$ cat src/rtl/eis_unit_pkg.sv
// Shared EIS opcode encodings, condition-code bit positions and unit state type.
package eis_unit_pkg;

  typedef enum logic [1:0] {
    EIS_MUL  = 2'd0,
    EIS_DIV  = 2'd1,
    EIS_ASH  = 2'd2,
    EIS_ASHC = 2'd3
  } eis_op_t;

  // Bit positions inside the {N,Z,V,C} nibble (ps[3:0] layout)
  localparam int unsigned FLAG_N = 3;
  localparam int unsigned FLAG_Z = 2;
  localparam int unsigned FLAG_V = 1;
  localparam int unsigned FLAG_C = 0;

  typedef enum logic [1:0] {
    S_IDLE = 2'd0,
    S_RUN  = 2'd1,
    S_FIX  = 2'd2,
    S_DONE = 2'd3
  } eis_state_t;

endpackage

$ cat src/rtl/eis_addsub.sv
// W+1-bit add/subtract shared by the MUL shift-add and DIV non-restoring steps.
module eis_addsub #(
  parameter int unsigned W = 16
) (
  input  logic [W:0] x,
  input  logic [W:0] y,
  input  logic       sub,
  output logic [W:0] sum_c
);

  always_comb sum_c = sub ? (x - y) : (x + y);

endmodule

$ cat src/rtl/eis_unit.sv
// Iterative PDP-11 EIS unit: MUL, DIV, ASH, ASHC, one bit per cycle,
// with a start/done handshake and registered results and flags.
module eis_unit
  import eis_unit_pkg::*;
#(
  parameter int unsigned WIDTH = 16,
  parameter int unsigned CNT_W = $clog2(2*WIDTH)+1
) (
  input  logic             clk,
  input  logic             reset,
  input  logic             start,
  input  logic [1:0]       op,
  input  logic [WIDTH-1:0] a,
  input  logic [WIDTH-1:0] hi,
  input  logic [WIDTH-1:0] lo,
  output logic             busy,
  output logic             done,
  output logic [WIDTH-1:0] res_hi,
  output logic [WIDTH-1:0] res_lo,
  output logic [3:0]       flags
);

  localparam int unsigned W  = WIDTH;
  localparam int unsigned W2 = 2*WIDTH;
  localparam logic [W-1:0] MIN_MAG = {1'b1, {(W-1){1'b0}}};

  eis_state_t       state, state_nx;
  eis_op_t          op_e, op_q;
  logic [W-1:0]     hi_q, lo_q, dv, mq;
  logic [W:0]       pr;
  logic [W2-1:0]    sh;
  logic [CNT_W-1:0] cnt;
  logic             neg_q, ovf_q, left_q, c_q, v_q;

  logic [CNT_W-1:0] cnt_in, cnt_mag;
  logic [W-1:0]     a_mag, lo_mag;
  logic [W2-1:0]    dvd_mag;
  logic             go, skip_run;

  logic [W:0]       as_x, as_y, as_s, mul_sum;
  logic             as_sub, sh_msb, sh_nxt;

  logic [W2-1:0]    prod_mag, prod;
  logic [W-1:0]     rem_mag, quo, rem, fix_hi, fix_lo;
  logic             div_ovf;
  logic [3:0]       fix_fl;

  // Operand magnitudes and start decode taken straight from the inputs
  always_comb begin
    op_e     = eis_op_t'(op);
    cnt_in   = a[CNT_W-1:0];
    cnt_mag  = cnt_in[CNT_W-1] ? CNT_W'(-cnt_in) : cnt_in;
    a_mag    = a[W-1]  ? W'(-a)  : a;
    lo_mag   = lo[W-1] ? W'(-lo) : lo;
    dvd_mag  = hi[W-1] ? W2'(-{hi, lo}) : {hi, lo};
    go       = start && (state == S_IDLE || state == S_DONE);
    skip_run = (op_e == EIS_DIV && a == '0) ||
               ((op_e == EIS_ASH || op_e == EIS_ASHC) && cnt_in == '0);
  end

  always_comb begin
    state_nx = state;
    case (state)
      S_IDLE, S_DONE: state_nx = go ? (skip_run ? S_FIX : S_RUN) : S_IDLE;
      S_RUN:          if (cnt == '0) state_nx = S_FIX;
      S_FIX:          state_nx = S_DONE;
      default:        state_nx = S_IDLE;
    endcase
  end

  always_ff @(posedge clk) begin
    if (reset) begin
      state <= S_IDLE;
      busy  <= 1'b0;
      done  <= 1'b0;
    end else begin
      state <= state_nx;
      busy  <= (state_nx == S_RUN) || (state_nx == S_FIX);
      done  <= (state_nx == S_DONE);
    end
  end

  // Adder operands: DIV shifts the partial remainder in, FIX restores a negative remainder
  always_comb begin
    as_x   = {1'b0, pr[W-1:0]};
    as_y   = {1'b0, dv};
    as_sub = 1'b0;
    if (op_q == EIS_DIV) begin
      if (state == S_RUN) begin
        as_x   = {pr[W-1:0], mq[W-1]};
        as_sub = ~pr[W];
      end else begin
        as_x = pr;
      end
    end
    mul_sum = mq[0] ? as_s : {1'b0, pr[W-1:0]};
    sh_msb  = (op_q == EIS_ASHC) ? sh[W2-1] : sh[W-1];
    sh_nxt  = (op_q == EIS_ASHC) ? sh[W2-2] : sh[W-2];
  end

  eis_addsub #(.W(W)) u_addsub (
    .x     (as_x),
    .y     (as_y),
    .sub   (as_sub),
    .sum_c (as_s)
  );

  always_ff @(posedge clk) begin
    if (reset) begin
      op_q   <= EIS_MUL;
      hi_q   <= '0;
      lo_q   <= '0;
      dv     <= '0;
      mq     <= '0;
      pr     <= '0;
      sh     <= '0;
      cnt    <= '0;
      neg_q  <= 1'b0;
      ovf_q  <= 1'b0;
      left_q <= 1'b0;
      c_q    <= 1'b0;
      v_q    <= 1'b0;
    end else if (go) begin
      op_q   <= op_e;
      hi_q   <= hi;
      lo_q   <= lo;
      c_q    <= 1'b0;
      v_q    <= 1'b0;
      left_q <= ~cnt_in[CNT_W-1];
      ovf_q  <= dvd_mag[W2-1:W] >= a_mag;
      sh     <= (op_e == EIS_ASHC) ? {hi, lo} : {{W{lo[W-1]}}, lo};
      case (op_e)
        EIS_MUL: begin
          pr    <= '0;
          mq    <= a_mag;
          dv    <= lo_mag;
          neg_q <= a[W-1] ^ lo[W-1];
          cnt   <= CNT_W'(W-1);
        end
        EIS_DIV: begin
          pr    <= {1'b0, dvd_mag[W2-1:W]};
          mq    <= dvd_mag[W-1:0];
          dv    <= a_mag;
          neg_q <= hi[W-1] ^ a[W-1];
          cnt   <= CNT_W'(W-1);
        end
        default: cnt <= cnt_mag - CNT_W'(1);
      endcase
    end else if (state == S_RUN) begin
      cnt <= cnt - CNT_W'(1);
      case (op_q)
        EIS_MUL: begin
          pr <= {1'b0, mul_sum[W:1]};
          mq <= {mul_sum[0], mq[W-1:1]};
        end
        EIS_DIV: begin
          pr <= as_s;
          mq <= {mq[W-2:0], ~as_s[W]};
        end
        default: begin
          if (left_q) begin
            c_q <= sh_msb;
            v_q <= v_q | (sh_msb ^ sh_nxt);
            sh  <= sh << 1;
          end else begin
            c_q <= sh[0];
            sh  <= {sh[W2-1], sh[W2-1:1]};
          end
        end
      endcase
    end
  end

  // Sign fix-up, overflow checks and condition codes, all settled during FIX
  always_comb begin
    prod_mag = {pr[W-1:0], mq};
    prod     = neg_q ? W2'(-prod_mag) : prod_mag;
    rem_mag  = pr[W] ? as_s[W-1:0] : pr[W-1:0];
    quo      = neg_q ? W'(-mq) : mq;
    rem      = hi_q[W-1] ? W'(-rem_mag) : rem_mag;
    div_ovf  = ovf_q || (neg_q ? (mq > MIN_MAG) : mq[W-1]);
    fix_hi   = hi_q;
    fix_lo   = lo_q;
    fix_fl   = '0;
    case (op_q)
      EIS_MUL: begin
        fix_hi         = prod[W2-1:W];
        fix_lo         = prod[W-1:0];
        fix_fl[FLAG_N] = prod[W2-1];
        fix_fl[FLAG_Z] = (prod == '0);
        fix_fl[FLAG_C] = ~((&prod[W2-1:W-1]) | ~(|prod[W2-1:W-1]));
      end
      EIS_DIV: begin
        if (dv == '0) begin
          fix_fl[FLAG_V] = 1'b1;
          fix_fl[FLAG_C] = 1'b1;
        end else if (div_ovf) begin
          fix_fl[FLAG_V] = 1'b1;
        end else begin
          fix_hi         = quo;
          fix_lo         = rem;
          fix_fl[FLAG_N] = quo[W-1];
          fix_fl[FLAG_Z] = (quo == '0);
        end
      end
      EIS_ASH: begin
        fix_lo         = sh[W-1:0];
        fix_fl[FLAG_N] = sh[W-1];
        fix_fl[FLAG_Z] = (sh[W-1:0] == '0);
        fix_fl[FLAG_V] = v_q;
        fix_fl[FLAG_C] = c_q;
      end
      default: begin
        fix_hi         = sh[W2-1:W];
        fix_lo         = sh[W-1:0];
        fix_fl[FLAG_N] = sh[W2-1];
        fix_fl[FLAG_Z] = (sh == '0);
        fix_fl[FLAG_V] = v_q;
        fix_fl[FLAG_C] = c_q;
      end
    endcase
  end

  always_ff @(posedge clk) begin
    if (reset) begin
      res_hi <= '0;
      res_lo <= '0;
      flags  <= '0;
    end else if (state == S_FIX) begin
      res_hi <= fix_hi;
      res_lo <= fix_lo;
      flags  <= fix_fl;
    end
  end

endmodule

$ cat config.mk
export PLATFORM = sky130hd
export DESIGN_NAME = eis_unit
export DESIGN_NICKNAME = d
export VERILOG_FILES = /design/src/rtl/eis_unit_pkg.sv /design/src/rtl/eis_addsub.sv /design/src/rtl/eis_unit.sv
export SDC_FILE = /design/constraint.sdc
export NUM_CORES = 1
export LEC_CHECK = 0
export ABC_AREA = 1
export ABC_CLOCK_PERIOD_IN_PS = 3800
export BUFFER_PORTS_ARGS = -buffer_cell sky130_fd_sc_hd__buf_2
export CAP_MARGIN = 10
export CORE_ASPECT_RATIO = 1.5
export CORE_MARGIN = 5
export CORE_UTILIZATION = 50
export DETAILED_ROUTE_END_ITERATION = 16
export PLACE_DENSITY_LB_ADDON = 0.08
export SETUP_SLACK_MARGIN = 0.15
export SYNTH_ARGS = -nofsm -noshare
export SYNTH_HDL_FRONTEND = slang
export SYNTH_SLANG_ARGS = --single-unit
$ cat constraint.sdc
create_clock -name clk -period 3.8 [get_ports clk]
set_input_delay 0.57 -clock clk [delete_from_list [all_inputs] [get_ports clk]]
set_output_delay 0.57 -clock clk [all_outputs]
set_load 0.05 [all_outputs]
==> implementation parameters <==
Parameter                              Value

Run status
  Status    finished clean

Power
  Clock share of power    26.8%
  Relative contribution of sequential cells to total power    30.0%
  Proportion of power drawn by combinational gates    43.2%
  Psw    2954 uW
  P per Cell Area    425.4 mW/mm2
  Lkg Pwr    roughly 0.007 uW
  Int Power    3748 uW
  Worst supply voltage drop on vdd    about 0.38 mV
  Switching power as a share of total power    44.08%

Die
  Height of the chip    213.5 um
  Width of the chip    145.6 um
  Starting density of the core    approximately half
  Floorplan die area    0.03109 mm2
  Standard cell core area    ~0.027 mm2
  Number of top-level design ports    91
  Count of standard-cell rows    74

Timing
  Final clock period utilization by the worst path    92.19%
  Final Hold Fails    0
  Setup total negative slack    0 ns
  Worst-case headroom to the max-slew limit    25.92%
  RSZ-0062 raised after global routing    yes
  Worst Tran Pin Value    1.110 ns
  Setup Skew    roughly 0.0083 ns
  Final max-slew violation count    0
  Upper clock frequency limit    285.4 MHz
  Final worst slack    a little under 0.3 ns
  Total of endpoints with negative setup slack in the final report    0
  Post-layout minimum cycle time    3.503 ns

Synth
  Avg Synthesized Cell Area    about 6.1 um2
  Area share of the leading cell type in the synthesized netlist    24.08%
  Ys Warns    0
  Number of instances in the synthesized netlist    2253
  Portion of the post-synthesis area used by sequential elements    24.08%
  Yosys top cell by area    dfxtp_1
  Number of enable flip-flop cells after synthesis    0
  Mapped Area    0.01380 mm2
  Net count of the mapped netlist    2353
  Synth Flop Type    dfxtp_1
  FF+latch count, synth    166
  Synth cell types    62
  Cells taking the most area after synthesis    dfxtp_1 24%, nand2_1 14%, inv_1 7.6%
  Share of synthesized flip-flops with an asynchronous set or reset    0%

Critical path
  Startpoint kind of the worst setup timing path    register
  Crit Path Class    register to register
  Crit. End Element    register
  Worst path required time    4.19 ns
  Critical path fanouts, max    4
  WP data arrival    3.90 ns

Global routing
  Global-route wire length before repair    88200 um
  Number of global-route vias before repair    around 15000
  Largest net degree at the start of global routing    50
  Antenna violations before repair    1
  Total global routing overflow    0
  Total track usage    36.75%

CTS
  Clk slew on worst S/H paths    0.07 ns
  Clock insertion delay at the later pin of the skew report    ~0.46 ns
  Clock Root Buffer    clkbuf_16
  Clock sink count    166
  H-tree depth reported by CTS    4
  Hold-fix buffer count after cts    0
  Total clock buffers created by CTS    17
  Maximum clock insertion buffer count    2
  TritonCTS clock tree    built

Final layout
  Fraction of layout instances using a drive strength above 1    14.13%
  Area occupied by multi-input gates    about 0.009 mm2
  Commonest cells after routing, fill and taps aside    475 x nand2_1, 272 x inv_1, 213 x nor2_1, 190 x o21ai_0, 174 x a21oi_1
  Most common cell after layout, fill and taps aside    nand2_1
  Filler Cell Count    ~2800
  Post-layout instance count excluding filler cells    around 2700
  Antenna diode count    0
  Net count of the finished layout    2423
  Area Growth Syn to Fin    14.18%
  Reg area    0.003326 mm2

Flow run
  # Max-Cap Violations    0

Placed design
  Final weighted congestion in routability-driven placement    1.037
  Placed cell count    2637
  Worst-case setup slack after placement    0.006977 ns
  Input/output buffers    90
  HPWL after DPL    roughly 47000 um

Detailed routing
  Wire length per cell after detailed routing    around 22 um
  Total wirelength of the detailed-routed design    59520 um
  Via total after detailed routing    16260
  Iteration-0 DRC count of the detailed router    1542
  Vias per inst    6.070
  Router iterations before antenna repair    6
  Remaining antenna violation count after routing    0
  Residual DRC count    0

Hold path
  Min-Delay Path Class    register to register
[cell usage after synthesis (5+ instances only)]
master and count:
nand2_2 5, o21ai_1 19, nand3_1 115, and2_1 8
inv_1 279, nor2_1 223, a22oi_1 6, o31ai_1 11
inv_2 11, nand2_1 503, a21oi_1 178, nor3_1 24
a211oi_1 6, a221oi_1 19, nand4_1 25, dfxtp_1 166
xnor2_1 18, clkinv_1 8, o2111ai_1 10, a31oi_1 50
o211ai_1 57, ha_1 46, o21ai_0 196, xor2_1 62
buf_1 6, o22ai_1 13, o221ai_1 16, clkbuf_1 93
nor2_4 7, nand3_2 5, buf_2 9
[worst paths after layout]
check / startpoint / endpoint / slack (ns) / cells past startpoint
hold / removal: hi_q[4]$_SDFFE_PP0P_ / hi_q[4]$_SDFFE_PP0P_ / 0.46 / 2
setup / recovery: state[1]$_SDFF_PP0_ / mq[0]$_SDFFE_PP0P_ / 0.30 / 25
setup reg to reg: state[1]$_SDFF_PP0_ / mq[0]$_SDFFE_PP0P_ / 0.30 / 25
hold reg to reg: hi_q[4]$_SDFFE_PP0P_ / hi_q[4]$_SDFFE_PP0P_ / 0.46 / 2
[area by class of cell]
cell class | instances | share of cell area [%]
flip-flops and latches | 166 | 21.11
repair buffers | 164 | 6.457
multi-input cells | 1676 | 58.80
clock inverters | 14 | 1.001
well taps | 342 | 2.716
clock buffers | 18 | 2.787
inverters | 298 | 7.132
[power by group through the flow]
stage	clock network (uW)	registers, uW	logic, uW
after floorplan	0	2000	1750
after global placement	0	2030	2610
after detailed placement	0	2040	2610
after CTS	1810	2000	2640
after global routing	1890	2020	3130
final	1800	2010	2900
[registers in the layout, indices dropped and copies added, names as in the netlist, 4 cells and up]
signal / cells
mq: 16
res_hi: 16
flags: 4
pr: 17
lo_q: 16
dv: 16
sh: 32
hi_q: 16
res_lo: 16
cnt: 6
[kinds of logic after synthesis]
kind of cell,synth area share [%]
buffers and inverters,11.48
AOI/OAI and AO/OA,25.90
xor gates and xnor gates,5.196
adders and majority gates,4.316
DFF,24.08
and+or+nand+nor,29.03
[per-stage QoR]
step                area (um2)  hold WS (ns)  total power (uW)  util (%)
floorplan                13800        0.4294              3746         -
global placement         14700        0.4388              4639     54.01
finish                   15760        0.4609              6701     57.88
CTS                      15330        0.4463              6444     56.30
global route             15760        0.4730              7044     57.88
detailed placement       14700        0.4499              4647     54.01
[critical path, cell delays in order (launching register included)]
cell     delay [ns]
dfxtp_1        0.33
inv_1          0.08
ha_2           0.19
inv_2          0.06
nor2_4         0.15
inv_2          0.08
nor2_4         0.15
buf_6          0.13
buf_4          0.10
o21ai_1        0.08
xnor2_1        0.13
buf_4          0.17
ha_4           0.29
nand2_1        0.05
inv_1          0.11
nand2_4        0.09
nor3_4         0.17
nand2_2        0.11
nand2_2        0.08
a21oi_2        0.05
o21ba_2        0.22
or2_1          0.25
and2_4         0.15
nand2_2        0.05
nand2_1        0.05
a21oi_1        0.12
[routing by layer]
| layer | vias to the layer above | part of all wire (%) | GRT usage, % | wire, um |
|---|---|---|---|---|
| met3 | 217 | 7.0 | 5.518 | 4151 |
| met1 | 7553 | 36 | 40.48 | 21640 |
| met2 | 789 | 48 | 64.78 | 28450 |
| met5 | - | 0.022 | 0 | 13 |
| li1 | 7695 | - | - | - |
| met4 | 2 | 8.9 | 26.30 | 5268 |
[timing repair]
action / 4_1_cts / 5_1_grt
resized for setup: 6 / 99
pin swaps: 1 / 27
setup endpoints to repair: 11 / 19
setup buffers: 1 / 8
Note: power is estimated with default switching activity, not from simulation.
